## config.mk

```make
export PLATFORM = sky130hd
export DESIGN_NAME = rr_fifo_serializer
export DESIGN_NICKNAME = d
export VERILOG_FILES = /design/src/rtl/rr_serializer_pkg.sv /design/src/rtl/rr_sat_counter.sv /design/src/rtl/rr_fifo_serializer.sv
export SDC_FILE = /design/constraint.sdc
export NUM_CORES = 1
export LEC_CHECK = 0
export ABC_AREA = 0
export BUFFER_PORTS_ARGS = -buffer_cell sky130_fd_sc_hd__buf_2
export CORE_AREA = 3 3 438 440
export DETAILED_ROUTE_END_ITERATION = 6
export DIE_AREA = 0 0 441 443
export PLACE_DENSITY = 0.3
export SETUP_SLACK_MARGIN = 0.2
export SLEW_MARGIN = 20
export SYNTH_ARGS = -nofsm -noshare
export SYNTH_HDL_FRONTEND = slang
export SYNTH_SLANG_ARGS = --single-unit
```

## constraint.sdc

```tcl
create_clock -name clk -period 1.92 [get_ports clk]
set_input_delay 0.384 -clock clk [delete_from_list [all_inputs] [get_ports clk]]
set_output_delay 0.384 -clock clk [all_outputs]
set_load 0.005 [all_outputs]
```

## src/rtl/rr_serializer_pkg.sv

```systemverilog
// Shared types and helpers for the wide-record FIFO serializer.
package rr_serializer_pkg;

    typedef enum logic [1:0] {
        IDLE = 2'd0,
        WAIT = 2'd1,
        SEND = 2'd2
    } ser_state_t;

    localparam int STAT_WIDTH = 32;

    // Number of output beats needed to carry one entry: ceil(in_w / out_w).
    function automatic int nbeats(input int in_w, input int out_w);
        return (in_w - 1) / out_w + 1;
    endfunction

endpackage

```

## src/rtl/rr_sat_counter.sv

```systemverilog
// Saturating event counter: increments on inc, sticks at all-ones, cleared by rst_n.
module rr_sat_counter
    import rr_serializer_pkg::*;
#(
    parameter int WIDTH = STAT_WIDTH
) (
    input  logic             clk,
    input  logic             rst_n,
    input  logic             inc,
    output logic [WIDTH-1:0] count
);

    logic [WIDTH-1:0] count_q;
    logic [WIDTH-1:0] count_d;

    // Advance on inc unless already saturated
    always_comb begin
        count_d = count_q;
        if (inc && (count_q != '1)) begin
            count_d = count_q + WIDTH'(1);
        end
    end

    // Count register with synchronous clear
    always_ff @(posedge clk) begin
        if (!rst_n) begin
            count_q <= '0;
        end else begin
            count_q <= count_d;
        end
    end

    assign count = count_q;

endmodule

```

## src/rtl/rr_fifo_serializer.sv

```systemverilog
// rr_fifo_serializer: pops one IN_WIDTH-bit entry from the wide record FIFO (1-cycle read
// latency) and emits it LSB-first as NBEATS OUT_WIDTH-bit beats on a valid/ready stream.
// Optional statistics counters are enabled by defining RR_SERIALIZER_STATS_EN.
module rr_fifo_serializer
    import rr_serializer_pkg::*;
#(
    parameter  int IN_WIDTH  = 600,
    parameter  int OUT_WIDTH = 512,
    localparam int NBEATS    = nbeats(IN_WIDTH, OUT_WIDTH),
    localparam int BEAT_W    = $clog2(NBEATS) + 1
) (
    input  logic                  clk,
    input  logic                  rst_n,
    input  logic [IN_WIDTH-1:0]   fifo_dout,
    input  logic                  fifo_empty,
    output logic                  fifo_rd_en,
    output logic [OUT_WIDTH-1:0]  out_data,
    output logic                  out_valid,
    input  logic                  out_ready,
    output logic                  out_last,
    output logic [BEAT_W-1:0]     out_beat
`ifdef RR_SERIALIZER_STATS_EN
    ,
    output logic [STAT_WIDTH-1:0] stat_entries,
    output logic [STAT_WIDTH-1:0] stat_stall
`endif
);

    localparam int                BUF_W     = NBEATS * OUT_WIDTH;
    localparam logic [BEAT_W-1:0] LAST_BEAT = BEAT_W'(NBEATS - 1);

    ser_state_t        state_q, state_d;
    logic [BEAT_W-1:0] beat_q,  beat_d;
    logic [BUF_W-1:0]  buf_q,   buf_d;
    logic              rd_en_c;
    logic              last_c;

    // Next-state, beat index, hold buffer capture and pop request
    always_comb begin
        state_d = state_q;
        beat_d  = beat_q;
        buf_d   = buf_q;
        rd_en_c = 1'b0;
        last_c  = (beat_q == LAST_BEAT);
        case (state_q)
            IDLE: begin
                if (!fifo_empty) begin
                    rd_en_c = 1'b1;
                    state_d = WAIT;
                end
            end
            WAIT: begin
                // Read data arrives one cycle after the pop; upper pad bits become zero.
                buf_d   = BUF_W'(fifo_dout);
                beat_d  = '0;
                state_d = SEND;
            end
            SEND: begin
                if (out_ready) begin
                    if (last_c) begin
                        // Chain straight into the next pop to keep only one bubble per entry.
                        if (!fifo_empty) begin
                            rd_en_c = 1'b1;
                            state_d = WAIT;
                        end else begin
                            state_d = IDLE;
                        end
                    end else begin
                        beat_d = beat_q + BEAT_W'(1);
                    end
                end
            end
            default: state_d = IDLE;
        endcase
    end

    // Stream outputs: present the current beat slice only while sending
    always_comb begin
        out_valid = (state_q == SEND);
        out_last  = out_valid && last_c;
        out_beat  = out_valid ? beat_q : '0;
        out_data  = '0;
        if (out_valid) begin
            for (int i = 0; i < NBEATS; i++) begin
                if (beat_q == BEAT_W'(i)) begin
                    out_data = buf_q[i*OUT_WIDTH +: OUT_WIDTH];
                end
            end
        end
    end

    assign fifo_rd_en = rst_n && rd_en_c;

    // State, beat index and hold buffer registers
    always_ff @(posedge clk) begin
        if (!rst_n) begin
            state_q <= IDLE;
            beat_q  <= '0;
            buf_q   <= '0;
        end else begin
            state_q <= state_d;
            beat_q  <= beat_d;
            buf_q   <= buf_d;
        end
    end

`ifdef RR_SERIALIZER_STATS_EN
    logic entry_done;
    logic stall_cycle;

    assign entry_done  = out_valid && out_ready && out_last;
    assign stall_cycle = out_valid && !out_ready;

    rr_sat_counter #(.WIDTH(STAT_WIDTH)) u_stat_entries (
        .clk   (clk),
        .rst_n (rst_n),
        .inc   (entry_done),
        .count (stat_entries)
    );

    rr_sat_counter #(.WIDTH(STAT_WIDTH)) u_stat_stall (
        .clk   (clk),
        .rst_n (rst_n),
        .inc   (stall_cycle),
        .count (stat_stall)
    );
`endif

endmodule

```

## Yosys cells after proc, flatten, opt, wreduce, memory -nomap -nowiden

Index checks and enable logic that the tools add are counted.

| operators by class | value |
|---|---|
| add/subtract/negate cells | 1 |
| equality and inequality tests | 7 |
| mux-type cells | 16 |
| reductions and logical operators | 7 |

Operator list:

| operator | number |
|---|---|
| $mux 512 | 3 |
| $mux 2 | 6 |
| $pmux 2 s3 | 1 |
| $reduce_and 3->1 | 2 |
| $eq 2x1->1 const B | 2 |
| $logic_not 2->1 | 2 |
| $mux 1 | 4 |
| $ne 2x1->1 const B | 2 |
| $ne 2x2->1 const B | 2 |
| $pmux 2 s2 | 1 |
| $add 2x1->2 const B | 1 |
| $eq 2x2->1 const B | 1 |
| $logic_and 1x1->1 | 2 |
| $pmux 1 s2 | 1 |
| $reduce_bool 2->1 | 1 |

| storage, ports and cells | value |
|---|---|
| register bits after elaboration | 604 |
| input bits | 604 |
| word-level logic and storage cells | 34 |

## Depth between registers and ports, before layout

Gate-level depths: netlist of the first run.

| logic depth | value |
|---|---|
| depth in word-level cells | 5 |
| mapped depth | 7 |
| depth with buffers taken out | 5 |

## Worst setup path after synthesis of the first run

No wires, ideal clock.

| timing | value |
|---|---|
| path kind | reg2out |
| start | register beat_q[0] |
| end | output port out_data[32] |
| data arrival time | 1.396 ns |
| setup slack | 0.140 ns |
| cell stages (with the launch flop) | 8 |
| path buffers | 3 |
| cell sequence | dfxtp_1 -> inv_1 -> ha_1 -> and3b_1 -> buf_4 -> buf_6 -> buf_6 -> a22o_1 |

| on the way | value |
|---|---|
| word-level cells in the longest chain between the ends | 4 |

Ends and longest elaborated chain:

| what | line | text |
|---|---|---|
| from (decl) | rr_fifo_serializer.sv:33 | `logic [BEAT_W-1:0] beat_q, beat_d;` |
| from (signal assigned) | rr_fifo_serializer.sv:102 | `beat_q <= beat_d;` |
| $logic_not 2->1 | rr_fifo_serializer.sv:85 | `if (beat_q == BEAT_W'(i)) begin` |
| $mux 512 | rr_fifo_serializer.sv:85 |  |
| $mux 512 (*) | rr_fifo_serializer.sv:85 |  |
| $mux 512 (*) | rr_fifo_serializer.sv:83 | `if (out_valid) begin` |
| to (decl) | rr_fifo_serializer.sv:17 | `output logic [OUT_WIDTH-1:0] out_data,` |

Mark *: on every way between the ends. The rest lies on a longest branch, timed or not.

## Worst setup path in the final report of the first run

| timing | value |
|---|---|
| start | register beat_q[0] |
| end | output port out_data[72] |

Same word-level chain as after synthesis.

==> metrics.md, run 1 <==
| Metric | Value |
|---|---|
| Slew @ Worst Pin | 0.877 ns |
| Hold Slack | 0.133 ns |
| Register area share after synthesis | approximately 46% |
| Outcome | complete, but fails checks |
| Final worst setup slack | -0.910 ns |
| Launching point of the worst reg2reg path | state_q[0]$_SDFFE_PN0P_ |
| Post-synthesis register bit count | ~600 |
| Max Clk Rate | approximately 350 MHz |
| P_leak | between 0.015 and 0.02 µW |
| Clock skew | 0.0230 ns |
| H-tree Lvls | 3 |
| YS warnings | 0 |
| Fillers | ~21,000 |
| Clock Latency Late Sink | ~0.7 ns |
| Cell mode on critical path | buf_4 |
| CTS Buf Count | 85 |
| Clock sink count | ~600 |
| Critical-path top delay cell | dfxtp_4 |
| Avg Synthesized Cell Area | approximately 8.1 µm² |
| Synthesized instance count | around 3,200 |
| Reg area | around 12,000 µm² |
| Clock buffer depth | 3 |
| Root buf cell | clkbuf_16 |
| Largest net degree at the start of global routing | between 150 and 200 |
| FF-to-FF path depth | 6 |
| Multi-input logic area | around 13,000 µm² |
| Routed WL per cell | slightly below 20 µm |
| Max-slew violation total from the final report | 0 |
| Worst path required time | approximately 1.5 ns |
| Fin. Hold Viols | 0 |
| Initial antenna violation count | 31 |
| IO Pins | 1,121 |
| DP Wirelength | between 100,000 and 150,000 µm |
| Row count | approximately 160 |
| Critical path endpoint category | output pin |
| Setup_tns | -421.78 ns |
| Vias per std cell | between 3 and 4 |
| Placed Cells incl. Taps | 6,677 |
| Failing checks | setup timing |
| R2R setup slack | 0.12 ns |
| Synth cell types | 23 |
| Post-Layout Inst Area | 46,300 µm² |
| CP Max Fanout | 5 |
| IR drop worst, VDD | between 0.5 and 0.6 mV |
| Post-layout nets | ~5,500 |
| Most common cell after layout, fill and taps aside | nand2_1 |
| Power Dens Cells | between 700 and 800 nW/µm² |
| Rel. slew slack | about two fifths |
| Via count | around 28,000 |
| Final non-filler cell total | about 7,500 |
| Placed cell areas | about 35,000 µm² |
| Final setup vio count | between 500 and 600 |
| DRT Pass-1 Iters | 5 |
| Most frequent cells in the layout | 1,204 x nand2_1, 986 x buf_2, 602 x dfxtp_1, 602 x dlygate4sd3_1, 600 x a21boi_0 |
| Initial Utilization | 13.8% |
| Total power | approximately 35,000 µW |
| Worst path max stage delay | approximately 0.37 ns |
| Crit path cell chain | inv_2, ha_2, and3b_4, buf_12, buf_4, buf_16, buf_4, a22o_1, buf_4 |
| Hold EP | beat_q[1]$_SDFFE_PN0P_ |
| Overall global routing resource usage | between 10% and 20% |
| WS Path Type | flop to output pin |
| HP Start | out_ready |
| Startpoint Class | flop |
| DIE WIDTH | 441 µm |
| Hold WC Path Type | primary input to flop |
| Iteration-0 DRC Markers | ~1,100 |
| Hold Path Depth | 4 |
| GP Congestion | ~0.8 |
| Remaining DRCs | 0 |
| ANT nets after route | 0 |
| Crit path DAT | ~2.5 ns |
| GRT Residual Overflow | 0 |
| Max-Cap Viols | 0 |
| Post-Syn Nets | roughly 3,800 |
| Post-Syn Area | 26,000 µm² |
| Die area | 195,000 µm² |
| Area delta synth->final | 77.8% |
| CORE AREA | 188,000 µm² |
| Reg clk slew, reported paths | ~0.06 ns |
| Fin crit period | roughly 2.8 ns |
| Die height | ~440 µm |
| Vias in the first global route | between 20,000 and 30,000 |
| Port Buf Inserts | 1,120 |
| Final WL | approximately 150,000 µm |
| First-pass GRT wire length | slightly above 200,000 µm |
| CTS tree | yes |
| Fin crit share | 147% |
| Layout cells sized above 1 | 31.1% |
| R2r endpoint | buf_q[255]$_SDFFE_PN0N_ |
| RSZ-0062 raised after global routing | true |
## state kept, by name, indices dropped and copies added, names as in the netlist
signal / flops
state_q: 2
beat_q: 2
buf_q: 600
## critical path: cells and delay by family, from the launching register on
kind	cells	cell delay, ns
buf+inv	6	0.76
flops	1	0.37
compound gates	1	0.22
simple gates	1	0.21
fa+ha+maj	1	0.17
## synth_stat cells
cell type  number  area, µm²
and2_1        427       2670
nand2b_1        3       18.8
o22a_1          1       8.76
ha_1            2       25.0
buf_4           8       60.1
inv_1           2       7.51
nor2b_1         2       12.5
o22ai_1         2       12.5
mux2i_1         1       10.0
a21boi_0      600       4500
nand2_1      1204       4520
clkbuf_1       71        267
a22o_1         88        771
nor3b_1         1       7.51
dfxtp_1       604      12100
a21oi_1         1       5.00
a211oi_1        2       15.0
buf_2         145        726
and3b_1         1       8.76
clkbuf_2       38        190
nor2b_4         1       13.8
buf_6           7       78.8
o21ai_0         1       5.00
## stage by stage
step | utilization (%) | worst slack, ns
4_1_cts | 24.0 | -1.07
6_report | 24.6 | -0.910
2_1_floorplan | - | 0.180
3_5_place_dp | 18.6 | -0.258
3_3_place_gp | 18.6 | -0.284
5_1_grt | 24.6 | -1.05
## metal layers
layer / global-route usage (%) / wire, µm / up-vias
met5: 0 / 13 / -
met4: 5.93 / 5190 / 2
met2: 25.7 / 75100 / 777
met3: 3.23 / 7760 / 201
met1: 15.9 / 58200 / 12900
li1: - / - / 13800
## area by class of cell
class / count / area share (%)
antenna: 24 / 0.130
clock buffer: 124 / 5.48
clock inverter: 28 / 0.784
inverter: 2 / 0.0162
multi-input combinational: 2337 / 28.0
sequential: 604 / 26.1
tap: 2495 / 6.75
timing repair buffer: 1894 / 32.7
## power breakdown
part | switching, µW | internal (µW) | leakage (µW)
Sequential | 439 | 13200 | 0.00492
Combinational | 2310 | 2610 | 0.0131
Clock | 6530 | 10100 | 0.00143
Total | 9290 | 25900 | 0.0195
## how the worst max path moves through the flow
stage	from	endpoint	slack, ns	depth (start not counted)
floorplan	beat_q[0]$_SDFFE_PN0P_	out_data[32]	0.18	7
global placement	beat_q[1]$_SDFFE_PN0P_	out_data[78]	-0.28	7
detailed placement	beat_q[1]$_SDFFE_PN0P_	out_data[234]	-0.26	7
CTS	beat_q[1]$_SDFFE_PN0P_	out_data[241]	-1.07	9
global route	beat_q[1]$_SDFFE_PN0P_	out_data[151]	-1.05	9
finish	beat_q[0]$_SDFFE_PN0P_	out_data[72]	-0.91	9
## cell families after synthesis
logic type               Yosys count  synth area share [%]
AND/OR/NAND/NOR                 1639                  27.9
flip-flops                       604                  46.5
multiplexers                       1                0.0385
AO/OA/AOI/OAI                    695                  20.4
buffers and inverters            271                  5.11
adder cells (fa/ha/maj)            2                0.0961
## what timing repair did
action                     CTS  global route
setup endpoints to repair  635           968
pin swaps                   34            62
cloned                      15            13
buffers inserted            20             5
gates resized for setup    151           170
hold buffers               602             0
hold endpoints to repair   601             0
Power figures use the tool's default switching activity.
==> run 2: changes to the inputs <==
--- a/config.mk
+++ b/config.mk
@@ -7,9 +7,9 @@
 export LEC_CHECK = 0
 export ABC_AREA = 0
 export BUFFER_PORTS_ARGS = -buffer_cell sky130_fd_sc_hd__buf_2
-export CORE_AREA = 3 3 438 440
+export CORE_AREA = 3 3 436 438
 export DETAILED_ROUTE_END_ITERATION = 6
-export DIE_AREA = 0 0 441 443
+export DIE_AREA = 0 0 439 441
 export PLACE_DENSITY = 0.3
 export SETUP_SLACK_MARGIN = 0.2
 export SLEW_MARGIN = 20
==> constraint.sdc (replaced) <==
create_clock -name clk -period 2.52 [get_ports clk]
set_input_delay 0.504 -clock clk [delete_from_list [all_inputs] [get_ports clk]]
set_output_delay 0.504 -clock clk [all_outputs]
set_load 0.005 [all_outputs]
==> metrics.md, run 2 (same netlist as run 1, synthesis figures left out) <==
| Metric | Value |
|---|---|
| Cell mode on critical path | buf_12 |
| Vias per std cell | 3.73 (+1.2%) |
| Critical path endpoint category | output pin |
| GRT Residual Overflow | 0 (unchanged) |
| Crit path cell chain | inv_2, ha_4, and3b_4, buf_12, buf_16, buf_12, clkbuf_16, and2_1, buf_2 |
| Startpoint Class | flop |
| DIE WIDTH | 439 µm (-0.45%) |
| Max Clk Rate | 338 MHz |
| Initial antenna violation count | 36 (+16%) |
| Hold WC Path Type | primary input to flop |
| Die area | 194,000 µm² (-0.90%) |
| Failing checks | setup timing |
| Fin crit share | 117% |
| Area delta synth->final | 70.9% |
| IO Pins | 1,121 (unchanged) |
| Clock Latency Late Sink | 0.71 ns (+0.02 ns) |
| Final setup vio count | 512 (-0.78%) |
| Clock sink count | 604 (unchanged) |
| Largest net degree at the start of global routing | 105 (-33%) |
| Post-layout nets | 5,426 (-1.9%) |
| Final worst setup slack | -0.440 ns (+0.470 ns) |
| Register with the most flip-flops | buf_q |
| RSZ-0062 raised after global routing | true |
| Max-Cap Viols | 0 (unchanged) |
| Initial Utilization | 13.9% (+0.074 points) |
| Placed cell areas | 34,500 µm² (-1.3%) |
| Most common cell after layout, fill and taps aside | nand2_1 |
| Final WL | 151,000 µm (+3.0%) |
| Routed WL per cell | 20.4 µm (+4.5%) |
| First-pass GRT wire length | 210,000 µm (+2.3%) |
| Fin. Hold Viols | 0 (unchanged) |
| Row count | 159 (unchanged) |
| CP Max Fanout | 13 (+8) |
| Crit path DAT | 2.46 ns (about the same) |
| WS Path Type | flop to output pin |
| CTS tree | yes |
| Dpl ws | 0.0500 ns (+0.308 ns) |
| Most frequent cells in the layout | 1,204 x nand2_1, 1,053 x buf_2, 602 x dfxtp_1, 600 x a21boi_0, 557 x dlygate4sd3_1 |
| Outcome | complete, but fails checks |
| Power Dens Cells | 601 nW/µm² (-21%) |
| Placed Cells incl. Taps | 6,631 (-0.69%) |
| Critical-path top delay cell | and3b_4 |
| Worst path bufs/invs | 6 (unchanged) |
| Layout cells sized above 1 | 29.4% (-1.7 points) |
| Overall global routing resource usage | 14.8% (+0.56 points) |
| ANT nets after route | 0 (unchanged) |
| Clock buffer depth | 3 (unchanged) |
| Post-Layout Inst Area | 44,500 µm² (-3.9%) |
| Via count | 27,600 (-0.22%) |
| DRT Pass-1 Iters | 5 (unchanged) |
| P_leak | 0.0188 µW (-3.6%) |
| Max FFs per register | 600 (unchanged) |
| Worst path required time | 2.02 ns (+0.48 ns) |
| CP top delay family | buffers and inverters |
| GP Congestion | 0.797 (-1.8%) |
| Fin crit period | around 3 ns |
| Vias in the first global route | 28,400 (-2.3%) |
| Total power | 26,700 µW (-24%) |
| Die height | 441 µm (-0.45%) |
| Slew @ Worst Pin | 0.659 ns (-0.218 ns) |
| Utilization after layout | 23.8% (-0.82 points) |
| Reg clk slew, reported paths | 0.06 ns (about the same) |
| Port Buf Inserts | 1,120 (unchanged) |
| Rel. slew slack | 56.1% (+15 points) |
| Max-slew violation total from the final report | 0 (unchanged) |
| Final non-filler cell total | 7,400 (-1.4%) |
| H-tree Lvls | 3 (unchanged) |
| IR drop worst, VDD | 0.497 mV (-4.4%) |
| Remaining DRCs | 0 (unchanged) |
| CTS Buf Count | 88 (+3.5%) |
| Iteration-0 DRC Markers | 1,079 (+2.2%) |
| Clock skew | 0.0245 ns (+0.00149 ns) |
| R2R setup slack | 0.67 ns (+0.55 ns) |
| Top flop regs | buf_q (600), beat_q (2), state_q (2) |
| CORE AREA | 187,000 µm² (-0.53%) |
| Root buf cell | clkbuf_16 |
| Worst path max stage delay | 0.38 ns (about the same) |
| DP Wirelength | 110,000 µm (+3.3%) |
[run 2: changes by cell type in the layout (fill, tap and decap cells not counted), sizes merged, moves of 5 or more]
cell,previous run,this run
buf,1281,1223
diode,24,16
clkinv,16,11
bufinv,7,2
clkbuf,134,144
dlygate4sd3,602,557
[run 2: tightest hold or removal path, delay by kind of cell]
kind / cells / cell delay (ns)
AND/OR/NAND/NOR: 1 / 0.06
AO/OA/AOI/OAI: 1 / 0.06
buffers and inverters: 1 / 0.13
[run 2: path summary, 6_finish.rpt]
kind,from,endpoint,cells past startpoint
worst max-delay path,beat_q[1]$_SDFFE_PN0P_,out_data[478],9
worst min register to register,buf_q[261]$_SDFFE_PN0N_,buf_q[261]$_SDFFE_PN0N_,2
worst min-delay path,fifo_dout[464],buf_q[464]$_SDFFE_PN0N_,3
worst max register to register,state_q[0]$_SDFFE_PN0P_,buf_q[413]$_SDFFE_PN0N_,6
[run 2: final cells by class]
cell class	count	area [µm²]
diodes	16	40.0
clock buffers	140	2700
clock inverters	19	256
fillers	21000	143000
inverters	2	7.51
multi-input cells	2337	12800
flip-flops and latches	604	12100
well taps	2495	3120
repair buffers	1787	13400
[run 2: through the flow]
| step | hold WS (ns) | TNS, ns |
|---|---|---|
| after global placement | 0.446 | 0 |
| after floorplan | 0.439 | 0 |
| after global routing | 0.0522 | -250.36 |
| final | 0.102 | -172.17 |
| after CTS | 0.00225 | -248.47 |
| after detailed placement | 0.453 | 0 |
[run 2: routing by layer]
| layer | global-route usage (%) | vias to the layer above | part of all wire (%) |
|---|---|---|---|
| met4 | 4.43 | 8 | 2.4 |
| li1 | - | 13500 | - |
| met5 | 0 | - | 0.030 |
| met3 | 3.36 | 192 | 5.5 |
| met1 | 17.4 | 13100 | 41 |
| met2 | 26.6 | 730 | 51 |
[run 2: power breakdown]
part | internal [µW] | switching [µW] | leakage (µW) | total (µW)
clock network | 7560 | 5270 | 0.00144 | 12800
registers | 10000 | 347 | 0.00492 | 10400
logic | 1770 | 1720 | 0.0124 | 3490
[run 2: what timing repair did]
action / 4_1_cts / 5_1_grt
endpoints found under the setup margin: 514 / 514
endpoints found under the hold margin: 557 / 0
setup buffers: 16 / 2
gates cloned: 16 / 3
hold buffers: 557 / 0
pin swaps: 25 / 11
resized for setup: 140 / 51
